--- config.mk ---
export PLATFORM = sky130hd
export DESIGN_NAME = alu_arbiter
export DESIGN_NICKNAME = d
export VERILOG_FILES = /design/src/rtl/alu_arbiter.sv
export SDC_FILE = /design/constraint.sdc
export NUM_CORES = 1
export LEC_CHECK = 0
export BUFFER_PORTS_ARGS = -buffer_cell sky130_fd_sc_hd__buf_2
export CELL_PAD_IN_SITES_DETAIL_PLACEMENT = 1
export CELL_PAD_IN_SITES_GLOBAL_PLACEMENT = 2
export CORE_ASPECT_RATIO = 0.9
export CORE_MARGIN = 2
export CORE_UTILIZATION = 27
export CTS_BUF_LIST = sky130_fd_sc_hd__clkbuf_16
export DETAILED_ROUTE_END_ITERATION = 8
export PLACE_DENSITY_LB_ADDON = 0.05
export SYNTH_ARGS = -nofsm -noshare
export SYNTH_HDL_FRONTEND = slang
export SYNTH_SLANG_ARGS = --single-unit
--- constraint.sdc ---
create_clock -name clk -period 2.4 [get_ports clk]
set_input_delay 0.24 -clock clk [delete_from_list [all_inputs] [get_ports clk]]
set_output_delay 0.24 -clock clk [all_outputs]
set_load 0.02 [all_outputs]
--- src/rtl/alu_arbiter.sv ---
// alu_arbiter: two-port round-robin arbiter/sequencer for the shared 16-bit ALU.
// A transaction is accepted in IDLE, its operands are presented to the ALU
// in ISSUE, and the captured result/flags are returned in RESP until the
// granted requester takes them. Only one transaction is in flight at a time.
//
// Ports:
//   clk, rst_n                  clock, synchronous active-low reset
//   req{0,1}_valid/ready        request handshake per requester
//   req{0,1}_a/b/op             requester operands and opcode
//   rsp{0,1}_valid/ready        response handshake per requester
//   rsp_result, rsp_flags       shared captured result, {overflow, carry, zero}
//   alu_a/b/op                  operands/opcode to the ALU
//   alu_result/zero/carry/overflow  results from the ALU
//   busy                        high whenever not IDLE
module alu_arbiter (
  input  logic        clk,
  input  logic        rst_n,
  input  logic        req0_valid,
  output logic        req0_ready,
  input  logic [15:0] req0_a,
  input  logic [15:0] req0_b,
  input  logic [3:0]  req0_op,
  input  logic        req1_valid,
  output logic        req1_ready,
  input  logic [15:0] req1_a,
  input  logic [15:0] req1_b,
  input  logic [3:0]  req1_op,
  output logic        rsp0_valid,
  input  logic        rsp0_ready,
  output logic        rsp1_valid,
  input  logic        rsp1_ready,
  output logic [15:0] rsp_result,
  output logic [2:0]  rsp_flags,
  output logic [15:0] alu_a,
  output logic [15:0] alu_b,
  output logic [3:0]  alu_op,
  input  logic [15:0] alu_result,
  input  logic        alu_zero,
  input  logic        alu_carry,
  input  logic        alu_overflow,
  output logic        busy
);

  typedef enum logic [1:0] {
    IDLE  = 2'd0,
    ISSUE = 2'd1,
    RESP  = 2'd2
  } state_t;

  state_t      state, state_nxt;
  logic        rr_ptr;
  logic        gnt_id;
  logic [15:0] op_a, op_b;
  logic [3:0]  op_code;
  logic [15:0] res_q;
  logic [2:0]  flags_q;
  logic        pick1;
  logic        accept;
  logic        rsp_done;

  always_comb begin
    state_nxt  = state;
    pick1      = 1'b0;
    accept     = 1'b0;
    rsp_done   = 1'b0;
    req0_ready = 1'b0;
    req1_ready = 1'b0;
    case (state)
      IDLE: begin
        // Requester 1 wins when it is alone, or when both contend and rr_ptr points at it.
        pick1      = req1_valid & (~req0_valid | rr_ptr);
        accept     = req0_valid | req1_valid;
        req0_ready = req0_valid & ~pick1;
        req1_ready = pick1;
        if (accept) state_nxt = ISSUE;
      end
      ISSUE: state_nxt = RESP;
      RESP: begin
        // Only the granted requester's ready can complete the response.
        rsp_done = gnt_id ? rsp1_ready : rsp0_ready;
        if (rsp_done) state_nxt = IDLE;
      end
      default: state_nxt = IDLE;
    endcase
    // Handshake outputs are forced low for the whole time reset is asserted.
    if (!rst_n) begin
      req0_ready = 1'b0;
      req1_ready = 1'b0;
    end
  end

  always_ff @(posedge clk) begin
    if (!rst_n) begin
      state   <= IDLE;
      rr_ptr  <= 1'b0;
      gnt_id  <= 1'b0;
      op_a    <= '0;
      op_b    <= '0;
      op_code <= '0;
      res_q   <= '0;
      flags_q <= '0;
    end else begin
      state <= state_nxt;
      if (state == IDLE && accept) begin
        op_a    <= pick1 ? req1_a  : req0_a;
        op_b    <= pick1 ? req1_b  : req0_b;
        op_code <= pick1 ? req1_op : req0_op;
        gnt_id  <= pick1;
      end
      if (state == ISSUE) begin
        res_q   <= alu_result;
        flags_q <= {alu_overflow, alu_carry, alu_zero};
      end
      if (rsp_done) rr_ptr <= ~gnt_id;
    end
  end

  assign rsp0_valid = rst_n & (state == RESP) & ~gnt_id;
  assign rsp1_valid = rst_n & (state == RESP) &  gnt_id;
  assign busy       = rst_n & (state != IDLE);
  assign alu_a      = rst_n ? op_a    : '0;
  assign alu_b      = rst_n ? op_b    : '0;
  assign alu_op     = rst_n ? op_code : '0;
  assign rsp_result = res_q;
  assign rsp_flags  = flags_q;

endmodule

==> results of run 1 <==
report_power, final:
group / total, mW / internal [mW] / leakage, nW / switching, mW
logic: 0.701 / 0.308 / 1.54 / 0.394
registers: 1.13 / 1.08 / 0.487 / 0.0463
clock network: 1.36 / 0.894 / 0.146 / 0.463
total: 3.19 / 2.28 / 2.17 / 0.903
layout make-up:
| type | instances | area, µm² | area share |
|---|---|---|---|
| Multi-Input combinational cell | 263 | 1750 | 0.405 |
| Sequential cell | 59 | 1180 | 0.273 |
| Timing Repair Buffer | 165 | 873 | 0.202 |
| Clock buffer | 9 | 225 | 0.0521 |
| Tap cell | 156 | 195 | 0.0452 |
| Clock inverter | 7 | 82.6 | 0.0191 |
| Inverter | 3 | 11.3 | 0.00261 |
cells in the final DEF (no fill, tap or decap), drive strengths merged:
master,n
buf,165
dfxtp,59
nand2,41
a21boi,36
and3,36
o311a,36
and2,35
o21bai,35
a21oi,22
clkbuf,9
nor2,8
clkinv,4
inv,3
o21ai,3
nor2b,2
bufinv,2
nand2b,2
or2,1
nor3,1
and4,1
mux2i,1
a311oi,1
a21o,1
nand3,1
clkinvlp,1
registers in the layout (all words and copies together), names as in the netlist:
| signal | count |
|---|---|
| gnt_id | 1 |
| op_b | 16 |
| rsp_flags | 3 |
| op_code | 4 |
| op_a | 16 |
| rsp_result | 16 |
| state | 2 |
| rr_ptr | 1 |
per-stage QoR:
stage / util / cell area [µm²] / setup slack (ps) / power, mW / instances
after floorplan: - / 3150 / 821 / 1.62 / 365
after global placement: 0.352 / 4010 / 665 / 1.85 / 646
after detailed placement: 0.352 / 4010 / 620 / 1.86 / 646
after CTS: 0.379 / 4320 / 519 / 3.24 / 662
after global routing: 0.379 / 4320 / 441 / 3.36 / 662
final: 0.379 / 4320 / 540 / 3.19 / 662
how the worst min path moves through the flow:
stage                   startpoint        endpoint  slack, ps  cells after the start
finish               alu_result[0]   rsp_result[0]        150                      3
global route            rsp1_ready          rr_ptr        140                      2
CTS                     rsp1_ready          rr_ptr        140                      2
detailed placement  rsp_result[15]  rsp_result[15]        450                      2
global placement     rsp_result[1]   rsp_result[1]        440                      2
floorplan               rsp1_ready          rr_ptr        350                      1
logic make-up (layout without fill, tap and decap cells):
| family | Yosys count | after routing | synth area share |
|---|---|---|---|
| multiplexers | 1 | 1 | 0.00317 |
| buffers and inverters | 43 | 184 | 0.0738 |
| flip-flops | 59 | 59 | 0.375 |
| AO/OA/AOI/OAI | 134 | 134 | 0.329 |
| AND/OR/NAND/NOR | 128 | 128 | 0.219 |
critical path, delay by kind of cell (launching register included):
family	cells	cell delay [ps]
simple gates	2	750
buf+inv	1	200
flops	1	350
metal layers:
| metal | part of all wire | GRT usage |
|---|---|---|
| met1 | 0.46 | 0.204 |
| met2 | 0.48 | 0.287 |
| met3 | 0.055 | 0.0488 |
| met4 | 0.010 | 0.0491 |
| met5 | 0 | 0 |
==> results.yml, run 1 <==
outcome:
  status: "complete, no violations"
worst_setup_path:
  crit_arrival_ps: 1620
  cp_max_fo: 15
  crit_chain: "or2_1 > nor3_1 > buf_2"
  reg2reg_to: "op_code[0]"
  worstSetupEndpoint: "req1_ready"
  crit_path_end_kind: "output port"
  startpoint: "state[1]"
  required_ps: 2160
  slowest_stage: "or2_1"
  crit_type: "reg -> out"
  worstReg2RegStart: "state[0]"
  cp-start-kind: "flip-flop"
  crit_path_max_incr_delay_ps: 460
  reg2reg_depth: 4
  r2r_setup_slack_ps: 690
logic_synthesis:
  synth_nets: 462
  syn_inst: 365
  synth_most_common_cell: "dfxtp_1"
  ys_warn_count: 0
  ys.flop_type: "dfxtp_1"
  synth_common_cells: "dfxtp_1 (59), nand2_1 (41), a21boi_0 (36), and3_1 (36), o311a_1 (36)"
  syn_area_mm2: 0.00315
  synth_edf_count: 0
  synth_cell_types: 29
  syn_area_per_cell_um2: 8.64
  async_flop_share: 0
  synth_area_leaders: "dfxtp_1 (37%), o311a_1 (11%), a21boi_0 (8.6%)"
  ys_ff_latch: 59
  synth_top_area_frac: 0.375
  synth_top_area_cell: "dfxtp_1"
  synth_seq_area_share: 0.375
floorplanning:
  core_mm2: 0.0114
  dieWidth_um: 118
  core.rowCount: 37
  initial_core_util: 0.277
  die_area_mm2: 0.0126
  die_h_um: 107
  ios: 157
grt:
  overflow: 0
  grt_pass1_vias: 3304
  grt_max_degree: 53
  grt_pass1_wl_um: 16900
  antenna_found_initial: 0
  grtUsageTotal: 0.167
power:
  p_leak_nw: 2.17
  p_per_area_mw_per_mm2: 738
  peakVddDrop_v: 0.000339
sta:
  max_clock_freq_ghz: 0.538
  setup_viol: 0
  hold_slack_ps: 151
  hold_viol_final: 0
  period_needed_ps: 1860
  rsz0062_at_grt: "false"
  timing.final.crit_share: 0.775
  tightest_slew_ps: 789
  tns_ps: 0
  drv_slew: 0
  relSlewSlack: 0.474
  skew_ps: 5.82
cells_and_area:
  syn2layout_area_growth_pct: 37.0
  diodes: 0
  nFillCells: 1420
  drive_gt1_frac: 0.360
  final_nets: 598
clocking:
  cts.clk_slew.worst_paths_ps: 50
  cts_made_buffers: 9
  insertion_delay_ps: 320
  clock-sinks: 59
  cts_setup_buffers: 0
  cts.repair.resized: 0
  tritoncts: "built"
  ctsLongestPathBuffers: 2
  hold_buffers: 0
  clock-root-buffer: "clkbuf_16"
  htreeDepth: 3
min_path:
  hold_path.class: "in -> reg"
route:
  drc: 0
  wl_per_cell_um: 15.9
  post_drt_via_cell_ratio: 4.88
  drt_iter0_markers: 127
  wirelength_um: 10500
  ant_nets: 0
  vias: 3231
  dr.pass1.iters: 4
place:
  io_buffer_count: 156
  gp_congestion: 0.733
  dpl.hpwl_um: 7210
run:
  max_cap_viol_count: 0
No activity file was read; power rests on OpenSTA's default activity.
==> inputs of run 2 (changes only) <==
CORE_UTILIZATION = 23   (was 27)
clock period = 1.7 ns   (was 2.4 ns; I/O delays follow)
==> run 2 against run 1 <==
  * Sequential power up 41%
  * Global-route usage decreased by 1.1 points
  * Power up 48%
  * Flip-flop and latch count unchanged
  * Sequential share of layout area decreased by 1.0 points
  * Via count rose by 1.8%
  * Critical path type unchanged
  * Largest cell class unchanged
  * Largest power group unchanged
  * Highest routed layer unchanged
==> results.yml, run 2 (synthesized netlist as in run 1, its figures left out) <==
sta:
  setup_viol: 0
  fin_ws_ps: 116
  hold_slack_ps: 67.5
  hold_viol_final: 0
  tightest_slew_ps: 305
  max_clock_freq_ghz: 0.631
  rsz0062_at_grt: "false"
  timing.final.crit_share: 0.932
  tns_ps: 0
  skew_ps: 5.86
  drv_slew: 0
  period_needed_ps: 1580
  relSlewSlack: 0.797
route:
  drt-met1-wl_um: 5300
  drc: 0
  wl_per_cell_um: 16.7
  wirelength_um: 11500
  route.met2.wl_um: 5290
  wl_met3_um: 747
  drt_iter0_markers: 139
  ant_nets: 0
  top_layer: "met4"
  vias: 3288
  dr.pass1.iters: 4
  post_drt_via_cell_ratio: 4.80
min_path:
  hold_path.class: "in -> reg"
cells_and_area:
  final_common_cell: "buf_2"
  multi_input_area_mm2: 0.00176
  final_cell_mix: "buf_2 (155), dfxtp_1 (58), nand2_1 (41)"
  syn2layout_area_growth_pct: 42.5
  final_core_util: 0.336
  final_nets: 609
  diodes: 0
  nFillCells: 1609
  register_area_mm2: 0.00118
  drive_gt1_frac: 0.381
floorplanning:
  initial_core_util: 0.236
  core_mm2: 0.0134
  ios: 157
  dieWidth_um: 127
  die_h_um: 115
  die_area_mm2: 0.0147
  core.rowCount: 40
worst_setup_path:
  crit_arrival_ps: 1410
  cp-start-kind: "flip-flop"
  crit_type: "reg -> out"
  cp_max_fo: 5
  crit_path_end_kind: "output port"
  required_ps: 1530
clocking:
  tritoncts: "built"
  htreeDepth: 3
  cts.clk_slew.worst_paths_ps: 50
  cts_setup_buffers: 0
  clock-sinks: 59
  ctsLongestPathBuffers: 2
  insertion_delay_ps: 330
  cts_made_buffers: 9
  clock-root-buffer: "clkbuf_16"
  hold_buffers: 0
grt:
  overflow: 0
  grt_max_degree: 53
  antenna_found_initial: 0
  grtUsageTotal: 0.156
  grt_pass1_wl_um: 18000
  grt_pass1_vias: 3342
power:
  intPower_mw: 3.42
  total_power_mw: 4.72
  p_leak_nw: 2.26
  peakVddDrop_v: 0.000396
  power_switching_mw: 1.30
  p_comb_frac: 0.224
  p_seq_frac: 0.338
  sw_frac_of_total: 0.275
  p_clk_frac: 0.438
  p_per_area_mw_per_mm2: 1050
place:
  io_buffer_count: 156
  dpl.hpwl_um: 7910
  gp_congestion: 0.733
  pre_cts_ws_ps: 244
run:
  max_cap_viol_count: 0
outcome:
  status: "complete, no violations"
-- run 2: cell types whose count changed in the layout (fill, tap and decap cells not counted), sizes merged --
cell / previous run / this run
buf: 165 / 175
bufinv: 2 / 3
clkinvlp: 1 / 0
bufbuf: 0 / 1
-- run 2: routing by layer --
layer	track usage	up-vias
li1	-	1610
met1	0.200	1576
met2	0.254	93
met3	0.0512	9
met4	0.0418	0
met5	0	-
-- run 2: repair_timing --
| item | in CTS | in global routing |
|---|---|---|
| gates cloned | 1 | 0 |
| gates resized for setup | 2 | 2 |
| endpoints found under the setup margin | 1 | 1 |
-- run 2: final timing paths --
check,start,end,slack (ps),cells past startpoint
worst min-delay path,rsp1_ready,rr_ptr,70,2
worst min register to register,rsp_result[12],rsp_result[12],450,2
worst max register to register,rr_ptr,op_a[3],250,4
worst max-delay path,state[1],rsp1_valid,120,4
-- run 2: area by class of cell --
type	count	share of cell area
repair buffers	176	0.222
clock buffers	9	0.0501
flip-flops and latches	59	0.263
multi-input cells	263	0.392
well taps	168	0.0468
clock inverters	7	0.0237
inverters	3	0.00251
-- run 2: metrics by stage --
stage,cell area [µm²],instances
floorplan,3150,365
global placement,4120,668
detailed placement,4120,668
CTS,4490,685
global route,4490,685
finish,4490,685
-- run 2: power by group through the flow --
stage               registers [mW]  clock network, mW  logic [mW]
global placement              1.61                  0        1.04
floorplan                     1.64                  0       0.644
finish                        1.59               2.07        1.06
CTS                           1.59               2.13        1.08
global route                  1.61               2.20        1.16
detailed placement            1.62                  0        1.06
-- run 2: worst max-delay path, cell delays in order, from the launching register on --
cell and delay [ps]:
dfxtp_1 420, nor2b_1 290, nand2_1 110, nor2_1 100
buf_2 180
